<file path="src/rtl/i2c_slave_rx_ctrl.sv">
// i2c_slave_rx_ctrl
// I2C slave write-path receiver. Oversamples raw SCL/SDA on FPGA_clk,
// detects START/STOP, matches a 7-bit address (write only) and ACKs/NACKs
// each byte. Accepted data bytes are presented on a single-entry
// valid/ready interface with backpressure.
//
// Ports:
//   FPGA_clk    system clock (>= 10x SCL rate)
//   rst         asynchronous active-high reset
//   SCL, SDA    raw bus inputs (asynchronous)
//   enable      slave enable, sampled when a START is seen in IDLE
//   sda_pull    1 = drive SDA low (open-drain enable)
//   rx_data     received byte
//   rx_valid    rx_data holds an unconsumed byte
//   rx_ready    sink accepts rx_data on rx_valid & rx_ready
//   byte_index  0-based position of rx_data within its frame
//   busy        addressed frame in progress
//   frame_done  one-cycle pulse when STOP ends an addressed frame
//   overrun     sticky: a byte was NACKed because the output slot was full
module i2c_slave_rx_ctrl #(
  parameter logic [6:0] SLAVE_ADDR  = 7'h42,
  parameter int         NUM_BYTES   = 6,
  parameter int         SYNC_STAGES = 2
) (
  input  logic       FPGA_clk,
  input  logic       rst,
  input  logic       SCL,
  input  logic       SDA,
  input  logic       enable,
  output logic       sda_pull,
  output logic [7:0] rx_data,
  output logic       rx_valid,
  input  logic       rx_ready,
  output logic [7:0] byte_index,
  output logic       busy,
  output logic       frame_done,
  output logic       overrun
);

  localparam logic [7:0] MAX_BYTES = 8'(NUM_BYTES);

  typedef enum logic [2:0] {
    IDLE, ADDR, ADDR_ACK, DATA, DATA_ACK, IGNORE
  } state_t;

  // ---------------------------------------------------------------------------
  // Synchronisers plus one history flop per line. They reset to 1 (idle bus)
  // so leaving reset never fabricates a START.
  // ---------------------------------------------------------------------------
  logic [SYNC_STAGES-1:0] scl_sync_reg, sda_sync_reg;
  logic                   scl_hist_reg, sda_hist_reg;

  always_ff @(posedge FPGA_clk or posedge rst) begin
    if (rst) begin
      scl_sync_reg <= '1;
      sda_sync_reg <= '1;
      scl_hist_reg <= 1'b1;
      sda_hist_reg <= 1'b1;
    end else begin
      scl_sync_reg <= {scl_sync_reg[SYNC_STAGES-2:0], SCL};
      sda_sync_reg <= {sda_sync_reg[SYNC_STAGES-2:0], SDA};
      scl_hist_reg <= scl_sync_reg[SYNC_STAGES-1];
      sda_hist_reg <= sda_sync_reg[SYNC_STAGES-1];
    end
  end

  logic scl_s, sda_s, scl_rise, scl_fall, sda_rise, sda_fall, start_ev, stop_ev;

  assign scl_s    = scl_sync_reg[SYNC_STAGES-1];
  assign sda_s    = sda_sync_reg[SYNC_STAGES-1];
  assign scl_rise = scl_s & ~scl_hist_reg;
  assign scl_fall = ~scl_s & scl_hist_reg;
  assign sda_rise = sda_s & ~sda_hist_reg;
  assign sda_fall = ~sda_s & sda_hist_reg;
  assign start_ev = sda_fall & scl_s;
  assign stop_ev  = sda_rise & scl_s;

  // ---------------------------------------------------------------------------
  // State
  // ---------------------------------------------------------------------------
  state_t     state_reg, state_next;
  logic [2:0] bit_cnt_reg, bit_cnt_next;
  logic [6:0] shift_reg, shift_next;
  logic [7:0] byte_cnt_reg, byte_cnt_next;
  logic       ack_phase_reg, ack_phase_next;  // 0: wait first SCL fall, 1: holding
  logic       ack_reg, ack_next;
  logic       sda_pull_reg, sda_pull_next;
  logic [7:0] rx_data_reg, rx_data_next;
  logic       rx_valid_reg, rx_valid_next;
  logic [7:0] byte_index_reg, byte_index_next;
  logic       busy_reg, busy_next;
  logic       frame_done_reg, frame_done_next;
  logic       overrun_reg, overrun_next;

  always_ff @(posedge FPGA_clk or posedge rst) begin
    if (rst) begin
      state_reg      <= IDLE;
      bit_cnt_reg    <= '0;
      shift_reg      <= '0;
      byte_cnt_reg   <= '0;
      ack_phase_reg  <= 1'b0;
      ack_reg        <= 1'b0;
      sda_pull_reg   <= 1'b0;
      rx_data_reg    <= '0;
      rx_valid_reg   <= 1'b0;
      byte_index_reg <= '0;
      busy_reg       <= 1'b0;
      frame_done_reg <= 1'b0;
      overrun_reg    <= 1'b0;
    end else begin
      state_reg      <= state_next;
      bit_cnt_reg    <= bit_cnt_next;
      shift_reg      <= shift_next;
      byte_cnt_reg   <= byte_cnt_next;
      ack_phase_reg  <= ack_phase_next;
      ack_reg        <= ack_next;
      sda_pull_reg   <= sda_pull_next;
      rx_data_reg    <= rx_data_next;
      rx_valid_reg   <= rx_valid_next;
      byte_index_reg <= byte_index_next;
      busy_reg       <= busy_next;
      frame_done_reg <= frame_done_next;
      overrun_reg    <= overrun_next;
    end
  end

  // Byte as it stands once the current SDA bit is shifted in.
  logic [7:0] byte_in;
  logic       last_bit;
  logic       slot_free;

  assign byte_in   = {shift_reg, sda_s};
  assign last_bit  = scl_rise && (bit_cnt_reg == 3'd7);
  // The slot counts as free when the sink drains it in the same cycle.
  assign slot_free = ~rx_valid_reg | rx_ready;

  always_comb begin
    state_next      = state_reg;
    bit_cnt_next    = bit_cnt_reg;
    shift_next      = shift_reg;
    byte_cnt_next   = byte_cnt_reg;
    ack_phase_next  = ack_phase_reg;
    ack_next        = ack_reg;
    sda_pull_next   = sda_pull_reg;
    rx_data_next    = rx_data_reg;
    rx_valid_next   = rx_valid_reg;
    byte_index_next = byte_index_reg;
    busy_next       = busy_reg;
    frame_done_next = 1'b0;
    overrun_next    = overrun_reg;

    // Consumption; a load below in the same cycle overrides this.
    if (rx_valid_reg && rx_ready) rx_valid_next = 1'b0;

    if (stop_ev) begin
      state_next      = IDLE;
      sda_pull_next   = 1'b0;
      busy_next       = 1'b0;
      ack_phase_next  = 1'b0;
      frame_done_next = busy_reg;
    end else if (start_ev) begin
      // Repeated start restarts the address phase but leaves busy and the
      // output slot alone until the new address is decided.
      bit_cnt_next   = '0;
      byte_cnt_next  = '0;
      overrun_next   = 1'b0;
      ack_phase_next = 1'b0;
      sda_pull_next  = 1'b0;
      if (state_reg != IDLE || enable) state_next = ADDR;
    end else begin
      unique case (state_reg)
        ADDR: begin
          if (scl_rise) begin
            shift_next   = byte_in[6:0];
            bit_cnt_next = bit_cnt_reg + 3'd1;
            if (last_bit) begin
              ack_phase_next = 1'b0;
              if (byte_in[7:1] == SLAVE_ADDR && !byte_in[0]) begin
                state_next = ADDR_ACK;
                busy_next  = 1'b1;
                ack_next   = 1'b1;
              end else begin
                state_next = IGNORE;
                busy_next  = 1'b0;
              end
            end
          end
        end

        DATA: begin
          if (scl_rise) begin
            shift_next   = byte_in[6:0];
            bit_cnt_next = bit_cnt_reg + 3'd1;
            if (last_bit) begin
              state_next     = DATA_ACK;
              ack_phase_next = 1'b0;
              if (byte_cnt_reg < MAX_BYTES && slot_free) begin
                ack_next        = 1'b1;
                rx_data_next    = byte_in;
                rx_valid_next   = 1'b1;
                byte_index_next = byte_cnt_reg;
                byte_cnt_next   = byte_cnt_reg + 8'd1;
              end else begin
                ack_next = 1'b0;
                if (!slot_free) overrun_next = 1'b1;
              end
            end
          end
        end

        // The 9th clock: drive from the fall after bit 8 to the fall after
        // the ACK clock, so the hold time after SCL fall is the sync latency.
        ADDR_ACK, DATA_ACK: begin
          if (scl_fall) begin
            if (!ack_phase_reg) begin
              ack_phase_next = 1'b1;
              sda_pull_next  = ack_reg;
            end else begin
              ack_phase_next = 1'b0;
              sda_pull_next  = 1'b0;
              state_next     = DATA;
            end
          end
        end

        default: begin
          // IDLE and IGNORE only react to START/STOP.
        end
      endcase
    end
  end

  assign sda_pull   = sda_pull_reg;
  assign rx_data    = rx_data_reg;
  assign rx_valid   = rx_valid_reg;
  assign byte_index = byte_index_reg;
  assign busy       = busy_reg;
  assign frame_done = frame_done_reg;
  assign overrun    = overrun_reg;

endmodule

</file>
<file path="config.mk">
export PLATFORM = sky130hd
export DESIGN_NAME = i2c_slave_rx_ctrl
export DESIGN_NICKNAME = d
export VERILOG_FILES = /design/src/rtl/i2c_slave_rx_ctrl.sv
export SDC_FILE = /design/constraint.sdc
export NUM_CORES = 1
export LEC_CHECK = 0
export ABC_AREA = 0
export BUFFER_PORTS_ARGS = -buffer_cell sky130_fd_sc_hd__buf_4
export CAP_MARGIN = 10
export CORE_ASPECT_RATIO = 1.5
export CORE_MARGIN = 3
export CORE_UTILIZATION = 40
export DETAILED_ROUTE_END_ITERATION = 10
export HOLD_SLACK_MARGIN = 0.02
export SKIP_LAST_GASP = 1
export SLEW_MARGIN = 0
export SYNTH_ARGS = -nofsm -noshare
export SYNTH_HDL_FRONTEND = slang
export SYNTH_SLANG_ARGS = --single-unit
</file>
<file path="constraint.sdc">
create_clock -name FPGA_clk -period 2.8 [get_ports FPGA_clk]
set_clock_uncertainty 0.1 [all_clocks]
set_input_delay 0.56 -clock FPGA_clk [delete_from_list [all_inputs] [get_ports FPGA_clk]]
set_output_delay 0.56 -clock FPGA_clk [all_outputs]
set_load 0.01 [all_outputs]
</file>
==> flow_metrics.env <==
export IMPL_place_congestion=0.8734
export IMPL_syn_to_final_growth_pct=16.04
export IMPL_cts_root_to_sink_buffers=2
export IMPL_power_switching_uw=467.0
export IMPL_worst_setup_path_type="reg -> reg"
export IMPL_layout_area_seq_um2=1259
export IMPL_run_status="finished clean"
export IMPL_ports_placed_on_the_boundary=27
export IMPL_cts_hold_buf=0
export IMPL_rsz0062_at_grt="false"
export IMPL_drt_first_iter_violations=52
export IMPL_floorplan_initialDensity_pct=42.50
export IMPL_route_detailed_wl_per_inst_um=15.64
export IMPL_antenna_found_initial=0
export IMPL_fillers=494
export IMPL_max_vdd_ir_drop_mv=0.3320
export IMPL_insertion_delay_ns=0.30
export IMPL_diodes=0
export IMPL_cp_end_kind="register"
export IMPL_port_buffers=26
export IMPL_post_route_cells_drive_above_1_share_pct=29.44
export IMPL_final_period_utilization_pct=90.04
export IMPL_grt_overflow_total=0
export IMPL_chipHeight_um=97.77
export IMPL_netlist_instances=186
export IMPL_final_util_pct=49.31
export IMPL_commonest_register_cell_after_synthesis="sky130_fd_sc_hd__dfrtp_1"
export IMPL_sequential_to_total_area_share_from_yosys_stat_pct=56.04
export IMPL_power_frac_comb_pct=16.4
export IMPL_floorplan_rows=32
export IMPL_synth_top_cells_by_area="sky130_fd_sc_hd__dfrtp_1 (49%), sky130_fd_sc_hd__dfstp_2 (7.0%), sky130_fd_sc_hd__mux2_2 (6.5%)"
export IMPL_post_route_min_period_ns=2.521
export IMPL_maxSlewViolCount=0
export IMPL_synth_async_sr_flop_share_pct=100.0
export IMPL_leakage_uw=0.001223
export IMPL_remaining_drc_errors=0
export IMPL_crit_path_start_kind="register"
export IMPL_critical_path_peak_fanout=18
export IMPL_netSwitchingFraction_pct=27.89
export IMPL_dp_hpwl_mm=3.253
export IMPL_avgSynthCellArea_um2=12.07
export IMPL_die_area_um2=6568
export IMPL_numCtsBuffers=5
export IMPL_timing_fmax_ghz=0.3967
export IMPL_setup_viol_count_final=0
export IMPL_mappedNetlistNets=195
export IMPL_multi_input_area_um2=902.1
export IMPL_grt_start_max_net_pins=30
export IMPL_first_pass_grt_wire_length_mm=7.396
export IMPL_grt_pass1_vias=1538
export IMPL_synth_top_cell_area_share_pct=49.03
export IMPL_post_cts_setup_buffer_count=0
export IMPL_area_of_the_placeable_core_um2=5285
export IMPL_syn_area_um2=2246
export IMPL_post_synth_top_area_cell="sky130_fd_sc_hd__dfrtp_1"
export IMPL_synth_warning_count=0
export IMPL_htreeDepth=2
export IMPL_via_count=1545
export IMPL_yosysUniqueCellTypes=47
export IMPL_critical_path_arrival_ns=2.61
export IMPL_cts_resized=0
export IMPL_final_hold_viol_count=0
export IMPL_drt_wl_total_mm=4.411
export IMPL_drv_cap=0
export IMPL_crit_required_ns=2.89
export IMPL_cts_reportedPaths_clkPinSlew_ns=0.10
export IMPL_dr_pass1_iters=4
export IMPL_design_internal_power_uw=1207
export IMPL_grtUsageTotal_pct=14.61
export IMPL_synth_enable_flop_cells=0
export IMPL_detail_route_antenna_nets=0
export IMPL_most_instantiated_library_cell_after_synthesis="sky130_fd_sc_hd__dfrtp_1"
export IMPL_clock_root_buffer="sky130_fd_sc_hd__clkbuf_8"
export IMPL_postSynthRegisterBits=50
export IMPL_finalNetCount=222
export IMPL_clock_power_share_pct=30.8
export IMPL_totalNegativeSetupSlack_ns=0
export IMPL_min_path_type="in -> async"
export IMPL_die_w_um=67.18
export IMPL_max_slew_margin_rel_pct=61.01
export IMPL_numClockSinks=50
export IMPL_totalPowerFinal_uw=1674
export IMPL_seq_power_share_pct=52.8
export IMPL_powerDensity_nw_per_um2=642.5
export IMPL_worst_pin_slew_ns=0.5841
export IMPL_detail_route_vias_per_cell=5.479
export IMPL_tritoncts="yes"
export IMPL_post_synth_most_frequent_cells="sky130_fd_sc_hd__dfrtp_1 (44), sky130_fd_sc_hd__mux2_2 (13), sky130_fd_sc_hd__a21oi_1 (9), sky130_fd_sc_hd__nor2_1 (9), sky130_fd_sc_hd__nor2b_1 (9)"
-- logic make-up after synthesis --
family	after synthesis	synth area share, %
simple gates	61	17.44
xor+xnor	3	1.170
mux	20	9.916
flops	50	56.04
buf+inv	15	3.788
fa+ha+maj	5	2.563
compound gates	32	9.082
-- path summary, 6_finish.rpt --
path	to	cells after the start	start	slack, ns
max in group asynchronous	scl_hist_reg	3	rst	1.61
max	rx_data[4]	4	scl_sync_reg[1]	0.28
min in group FPGA_clk	sda_sync_reg[0]	1	SDA	0.26
max reg2reg	rx_data[4]	4	scl_sync_reg[1]	0.28
min	busy	2	rst	0.22
min reg2reg	sda_sync_reg[1]	0	sda_sync_reg[0]	0.26
-- cells in the final DEF (no fill, tap or decap), types with 3 or more instances in the layout --
cell | netlist | final
sky130_fd_sc_hd__inv_1 | 5 | 4
sky130_fd_sc_hd__nand2_1 | 6 | 6
sky130_fd_sc_hd__a21oi_1 | 9 | 9
sky130_fd_sc_hd__xnor2_1 | 3 | 3
sky130_fd_sc_hd__mux2_1 | 5 | 5
sky130_fd_sc_hd__dfrtp_1 | 44 | 44
sky130_fd_sc_hd__nor3b_1 | 3 | 3
sky130_fd_sc_hd__nor2_1 | 9 | 9
sky130_fd_sc_hd__nand2b_1 | 3 | 3
sky130_fd_sc_hd__and2_1 | 5 | 5
sky130_fd_sc_hd__dfstp_2 | 6 | 6
sky130_fd_sc_hd__clkbuf_8 | 0 | 5
sky130_fd_sc_hd__o21ai_0 | 8 | 8
sky130_fd_sc_hd__ha_1 | 3 | 3
sky130_fd_sc_hd__nand3_1 | 6 | 6
sky130_fd_sc_hd__buf_4 | 3 | 30
sky130_fd_sc_hd__nor2b_1 | 9 | 9
sky130_fd_sc_hd__nand3b_1 | 3 | 3
sky130_fd_sc_hd__mux2_2 | 13 | 13
-- worst max-delay path: stages (launching register included) --
cell and delay [ns]:
sky130_fd_sc_hd__dfstp_2 0.74, sky130_fd_sc_hd__nand4b_4 0.18, sky130_fd_sc_hd__or3_1 0.47, sky130_fd_sc_hd__nor3_4 0.52, sky130_fd_sc_hd__mux2_2 0.40
-- power groups by stage --
stage	Combinational, µW	Clock (µW)	Sequential [µW]
CTS	277	531	883
floorplan	225	0	859
finish	275	516	883
global route	309	559	899
global placement	259	0	890
detailed placement	276	0	897
-- cell type report --
| type | count | area share [%] |
|---|---|---|
| flip-flops and latches | 50 | 48.30 |
| multi-input cells | 121 | 34.61 |
| inverters | 5 | 0.7201 |
| repair buffers | 30 | 8.641 |
| clock inverters | 3 | 1.824 |
| clock buffers | 5 | 2.640 |
| well taps | 68 | 3.265 |
-- stage by stage --
stage | hold slack [ns] | instance area (µm²) | setup slack, ns | std cells
after floorplan | 0.2452 | 2246 | 0.4982 | 186
after global placement | 0.2485 | 2490 | 0.3640 | 274
after detailed placement | 0.2491 | 2490 | 0.2456 | 274
after CTS | 0.2276 | 2606 | 0.2456 | 282
after global routing | 0.2477 | 2606 | 0.1170 | 282
final | 0.2164 | 2606 | 0.2790 | 282
-- routing by layer --
metal  vias to the layer above  wire length (µm)  share of wire, %  GRT usage, %
met5                         -                 0                 0             0
li1                        719                 -                 -             -
met4                         0                52               1.2         4.531
met3                         5               146               3.3         3.567
met1                       797              1814                41         17.83
met2                        24              2397                54         24.85
Note: power is estimated with default switching activity, not from simulation.
